## src/rtl/lsu_pkg.sv

```systemverilog
// Shared state encoding, funct3/size codes and the size-to-byte-mask helper
// for the load/store unit.
package lsu_pkg;

    typedef enum logic [1:0] {IDLE, ACC0, ACC1, DONE} state_t;

    localparam logic [2:0] LB  = 3'b000;
    localparam logic [2:0] LH  = 3'b001;
    localparam logic [2:0] LW  = 3'b010;
    localparam logic [2:0] LBU = 3'b100;
    localparam logic [2:0] LHU = 3'b101;

    // Store size codes double as the internal access size (load funct3[1:0] matches).
    localparam logic [1:0] SB = 2'b00;
    localparam logic [1:0] SH = 2'b01;
    localparam logic [1:0] SW = 2'b10;

    function automatic logic [3:0] size_to_mask(input logic [1:0] size);
        logic [3:0] m;
        case (size)
            SB:      m = 4'b0001;
            SH:      m = 4'b0011;
            SW:      m = 4'b1111;
            default: m = 4'b0000;
        endcase
        return m;
    endfunction

endpackage

```

## src/rtl/lsu_align.sv

```systemverilog
// Byte-lane steering: store enables/data spread over two words, and load
// extraction plus sign/zero extension from the two-word read buffer.
module lsu_align
    import lsu_pkg::*;
(
    input  logic [1:0]  off,
    input  logic [1:0]  size,
    input  logic [31:0] st_data,
    input  logic [63:0] rbuf,
    input  logic        uns,
    output logic [7:0]  be8,
    output logic [63:0] wide,
    output logic [31:0] res
);
    logic [4:0]  sh_amt;
    logic [31:0] sh;

    assign sh_amt = {off, 3'b000};
    assign be8    = {4'b0000, size_to_mask(size)} << off;
    assign wide   = {32'h0, st_data} << sh_amt;
    assign sh     = 32'(rbuf >> sh_amt);

    always_comb begin
        res = sh;
        case (size)
            SB:      res = uns ? {24'h0, sh[7:0]}  : {{24{sh[7]}}, sh[7:0]};
            SH:      res = uns ? {16'h0, sh[15:0]} : {{16{sh[15]}}, sh[15:0]};
            default: res = sh;
        endcase
    end

endmodule

```

## src/rtl/lsu_ctrl.sv

```systemverilog
// Load/store controller: turns one decoded memory op into one or two word
// beats on a req/ack bus, stalling the core until the access completes.
module lsu_ctrl
    import lsu_pkg::*;
#(
    parameter bit MISALIGN_EN = 1'b1
) (
    input  logic        clk,
    input  logic        rst,
    input  logic        req_vld,
    input  logic        mem_wren,
    input  logic [31:0] addr,
    input  logic [31:0] st_data,
    input  logic [2:0]  l_length,
    input  logic        l_unsigned,
    input  logic [1:0]  s_length,
    output logic        stall,
    output logic [31:0] ld_data,
    output logic        done,
    output logic        err,
    output logic        m_req,
    output logic        m_we,
    output logic [29:0] m_addr,
    output logic [31:0] m_wdata,
    output logic [3:0]  m_be,
    input  logic        m_ack,
    input  logic [31:0] m_rdata
);
    state_t      state;
    logic        we_q, uns_q;
    logic [1:0]  off_q, size_q;
    logic [31:0] data_q;
    logic [29:0] waddr_q;
    logic [63:0] rbuf, rbuf_nx;
    logic [1:0]  size_in, off_sel, size_sel;
    logic [31:0] data_sel, res;
    logic        illegal, misal;
    logic [7:0]  be8;
    logic [63:0] wide;

    always_comb begin
        size_in = mem_wren ? s_length : l_length[1:0];
        illegal = mem_wren ? (s_length == 2'b11)
                           : !(l_length inside {LB, LH, LW, LBU, LHU});
        misal   = (size_in == SH && addr[0]) || (size_in == SW && addr[1:0] != 2'b00);
    end

    // In IDLE the lanes come straight from the request so beat 0 can be
    // registered on the accepting edge; afterwards from the latched copy.
    assign off_sel  = (state == IDLE) ? addr[1:0] : off_q;
    assign size_sel = (state == IDLE) ? size_in   : size_q;
    assign data_sel = (state == IDLE) ? st_data   : data_q;

    // Merge the beat arriving now so the final ack can register ld_data directly.
    always_comb begin
        rbuf_nx = rbuf;
        if (state == ACC0) rbuf_nx[31:0]  = m_rdata;
        if (state == ACC1) rbuf_nx[63:32] = m_rdata;
    end

    lsu_align u_align (
        .off     (off_sel),
        .size    (size_sel),
        .st_data (data_sel),
        .rbuf    (rbuf_nx),
        .uns     (uns_q),
        .be8     (be8),
        .wide    (wide),
        .res     (res)
    );

    assign stall = (state == IDLE && req_vld) || state == ACC0 || state == ACC1;

    always_ff @(posedge clk) begin
        if (rst) begin
            state   <= IDLE;
            we_q    <= 1'b0;
            uns_q   <= 1'b0;
            off_q   <= 2'b00;
            size_q  <= 2'b00;
            data_q  <= 32'h0;
            waddr_q <= 30'h0;
            rbuf    <= 64'h0;
            m_req   <= 1'b0;
            m_we    <= 1'b0;
            m_addr  <= 30'h0;
            m_wdata <= 32'h0;
            m_be    <= 4'h0;
            ld_data <= 32'h0;
            done    <= 1'b0;
            err     <= 1'b0;
        end else begin
            done <= 1'b0;
            err  <= 1'b0;
            case (state)
                IDLE: if (req_vld) begin
                    we_q    <= mem_wren;
                    uns_q   <= l_unsigned;
                    off_q   <= addr[1:0];
                    size_q  <= size_in;
                    data_q  <= st_data;
                    waddr_q <= addr[31:2];
                    if (illegal || (!MISALIGN_EN && misal)) begin
                        state <= DONE;
                        done  <= 1'b1;
                        err   <= 1'b1;
                    end else begin
                        state   <= ACC0;
                        m_req   <= 1'b1;
                        m_we    <= mem_wren;
                        m_addr  <= addr[31:2];
                        m_be    <= be8[3:0];
                        m_wdata <= wide[31:0];
                    end
                end
                ACC0: if (m_ack) begin
                    rbuf <= rbuf_nx;
                    if (be8[7:4] != 4'h0) begin
                        state   <= ACC1;
                        m_addr  <= waddr_q + 30'd1;
                        m_be    <= be8[7:4];
                        m_wdata <= wide[63:32];
                    end else begin
                        state <= DONE;
                        m_req <= 1'b0;
                        done  <= 1'b1;
                        if (!we_q) ld_data <= res;
                    end
                end
                ACC1: if (m_ack) begin
                    rbuf  <= rbuf_nx;
                    state <= DONE;
                    m_req <= 1'b0;
                    done  <= 1'b1;
                    if (!we_q) ld_data <= res;
                end
                default: state <= IDLE;
            endcase
        end
    end

endmodule

```

## config.mk

```make
export PLATFORM = sky130hd
export DESIGN_NAME = lsu_ctrl
export DESIGN_NICKNAME = d
export VERILOG_FILES = /design/src/rtl/lsu_pkg.sv /design/src/rtl/lsu_align.sv /design/src/rtl/lsu_ctrl.sv
export SDC_FILE = /design/constraint.sdc
export NUM_CORES = 1
export LEC_CHECK = 0
export ABC_AREA = 1
export CAP_MARGIN = 20
export CORE_ASPECT_RATIO = 0.7
export CORE_MARGIN = 3
export CORE_UTILIZATION = 50
export DETAILED_ROUTE_END_ITERATION = 16
export PLACE_DENSITY = 0.82
export SLEW_MARGIN = 20
export SYNTH_ARGS = -nofsm -noshare
export SYNTH_HDL_FRONTEND = slang
export SYNTH_SLANG_ARGS = --single-unit
```

## constraint.sdc

```tcl
create_clock -name clk -period 8.54 [get_ports clk]
set_clock_uncertainty 0.1 [all_clocks]
set_input_delay 1.281 -clock clk [delete_from_list [all_inputs] [get_ports clk]]
set_output_delay 1.281 -clock clk [all_outputs]
set_load 0.05 [all_outputs]
```

==> flow_metrics.env <==
export IMPL_status="finished clean"
export IMPL_setup_viol=0
export IMPL_cp_max_fo=67
export IMPL_syn_cell_area_um2=12500
export IMPL_grt_ovfl_total=0
export IMPL_finalPower_mw=6.74
export IMPL_hold_depth=2
export IMPL_syn_inst=2000
export IMPL_avgSynthCellArea_um2=6.25
export IMPL_die_w_um=195
export IMPL_ys_seq_elements=228
export IMPL_post_drt_wl_per_cell_um=17.0
export IMPL_cts_tree="yes"
export IMPL_max_stage_delay_ps=820
export IMPL_hold_violations=0
export IMPL_synth_fp_nets=2117
export IMPL_routed_via_count=13600
export IMPL_cts_made_buffers=24
export IMPL_path_clk_slew_ps=70
export IMPL_power_per_cell_area_nw_per_um2=438
export IMPL_ctsHoldBuffers=0
export IMPL_via_per_inst=5.54
export IMPL_ys_warn_count=0
export IMPL_crit_cells=14
export IMPL_drtIter0Drc=1518
export IMPL_tightest_slew_ps=1120
export IMPL_min_to="data_q[22]"
export IMPL_maxCapViolations=0
export IMPL_holdWs_ps=355
export IMPL_numClockSinks=228
export IMPL_period_minus_slack_ps=5090
export IMPL_drv_slew=0
export IMPL_hp_class="flip-flop to flip-flop"
export IMPL_path_delay_family="buffers and inverters"
export IMPL_cts_setup_buffers=0
export IMPL_start_util=0.518
export IMPL_nets=2234
export IMPL_worstPathArrival_ps=5400
export IMPL_antenna_found_initial=0
export IMPL_crit_slowest_cell="inv_2"
export IMPL_r2r_setup_slack_ps=3450
export IMPL_reg2reg_depth=14
export IMPL_rows=47
export IMPL_cts_resized=0
export IMPL_first_pass_iters=6
export IMPL_htreeDepth=1
export IMPL_core_area_um2=24100
export IMPL_diodes=0
export IMPL_seq_area_frac_synth=0.365
export IMPL_path_cells="inv_1 > ha_2 > buf_4 > inv_2 > nand2_1 > nand2_2 > inv_2 > nand3_1 > nand3_2 > nand2_4 > inv_4 > nand2_1 > nor2_1 > nor2_1"
export IMPL_r2r_start="state[0]"
export IMPL_clockBufferDepth=3
export IMPL_clk_latency_ps=520
export IMPL_dpl_hpwl_um=29200
export IMPL_peakVddDrop_uv=261
export IMPL_leakagePower_nw=6.43
export IMPL_synth_cell_types=37
export IMPL_crit_type="flip-flop to flip-flop"
export IMPL_critPathBufInv=5
export IMPL_critPathLaunch="state[0]"
export IMPL_dieArea_um2=27000
export IMPL_min_period_over_period=0.596
export IMPL_io_pins=210
export IMPL_place_gp_congestion=0.945
export IMPL_grt_util_all_layers=0.293
export IMPL_grt_pass1_vias=12000
export IMPL_fin_util=0.638
export IMPL_drc_errors=0
export IMPL_grt_pass1_wl_um=65500
export IMPL_setup_tns_ps=0
export IMPL_port_buffers=209
export IMPL_ant_nets=0
export IMPL_die_y_um=138
export IMPL_wl_um=41800
export IMPL_layout_drive_gt1_share=0.0375
export IMPL_max_slew_margin=0.251
export IMPL_fmax_ghz=0.196
export IMPL_cts_root_buf="clkbuf_16"
export IMPL_critPathCaptureType="flip-flop"
export IMPL_start_kind="flip-flop"
export IMPL_r2r_end="m_addr[18]"
export IMPL_grt_setup_unrepaired="no"
export IMPL_critPathRequiredTime_ps=8850
export IMPL_min_from="data_q[22]"
export IMPL_grt_max_degree=120
export IMPL_syn_to_final_growth_pct=23.1
-- per-layer routing --
metal,vias up,track usage,routed length [um]
li1,6681,-,-
met1,6191,0.453,19300
met2,665,0.419,17000
met3,55,0.0720,4770
met4,0,0.0442,664
met5,-,0,0
-- kinds of logic (layout without fill, tap and decap cells) --
group,count (synthesis),count (layout),synth area share
mux,7,7,0.00561
flops,228,228,0.365
buf+inv,293,428,0.100
simple gates,1024,1024,0.330
xor+xnor,3,3,0.00210
compound gates,435,435,0.187
fa+ha+maj,10,10,0.0100
-- registers in the layout, summed over array words and instances (netlist names), 4 cells and up --
signal / count
data_q: 32
rbuf: 56
waddr_q: 30
m_be: 4
m_addr: 30
m_wdata: 32
ld_data: 32
-- worst min-delay path, stage by stage, from the launching register on --
cell and delay [ps]:
dfxtp_1 300, inv_1 60, a21oi_1 50
-- placed cells by master (no fill, tap or decap), types with 12 or more instances in the layout --
cell type | synthesis | layout
inv_1 | 157 | 156
nand3_1 | 127 | 127
clkdlybuf4s50_1 | 0 | 208
clkbuf_16 | 0 | 25
a31oi_1 | 18 | 18
o21ai_1 | 12 | 12
nor2_1 | 308 | 307
a211oi_1 | 40 | 40
a21oi_1 | 104 | 104
nand2_1 | 550 | 549
o21ai_0 | 240 | 240
o22ai_1 | 16 | 16
dfxtp_1 | 228 | 228
-- Yosys cell counts, drive strengths merged --
library cell	instances	area share
nand3b	1	0.00060
xor2	2	0.0014
or2	4	0.0020
buf	68	0.032
a211oi	40	0.024
inv	162	0.049
nand3	132	0.055
nor2	308	0.093
a22oi	1	0.00060
xnor2	1	0.00070
ha	10	0.010
o31ai	1	0.00060
nand2	557	0.17
clkinv	2	0.00060
a31oi	18	0.0090
and2	7	0.0035
o21ai	252	0.10
o211ai	2	0.0012
a21oi	105	0.042
mux2i	7	0.0056
o22ai	16	0.0080
nand4	4	0.0020
nor3	11	0.0044
dfxtp	228	0.37
clkbuf	61	0.018
-- power by group --
group / leakage [nW] / switching (mW) / internal, mW / total, mW
registers: 1.88 / 0.212 / 1.42 / 1.63
logic: 4.09 / 2.74 / 1.13 / 3.87
clock network: 0.458 / 0.454 / 0.789 / 1.24
-- per-stage QoR --
| step | instance area, um2 | setup WS, ps | instances |
|---|---|---|---|
| after floorplan | 12500 | 4890 | 2000 |
| after global placement | 14400 | 3470 | 2409 |
| after detailed placement | 14400 | 3380 | 2409 |
| after CTS | 15400 | 3590 | 2453 |
| after global routing | 15400 | 3060 | 2453 |
| final | 15400 | 3450 | 2453 |
-- worst max path at each step --
stage                       endpoint  slack (ps)
after floorplan                stall        4890
after global placement    m_addr[11]        3470
after detailed placement  m_addr[18]        3380
after CTS                 m_addr[18]        3590
after global routing      m_addr[10]        3060
final                     m_addr[18]        3450
-- final cells by class --
cell class              instances  area [um2]
flip-flops and latches        228        4560
clock buffers                  33         706
inverters                     164         621
repair buffers                220        2170
clock inverters                11         233
multi-input cells            1479        6690
fillers                      2237        8730
well taps                     318         398
Note: power is estimated with default switching activity, not from simulation.
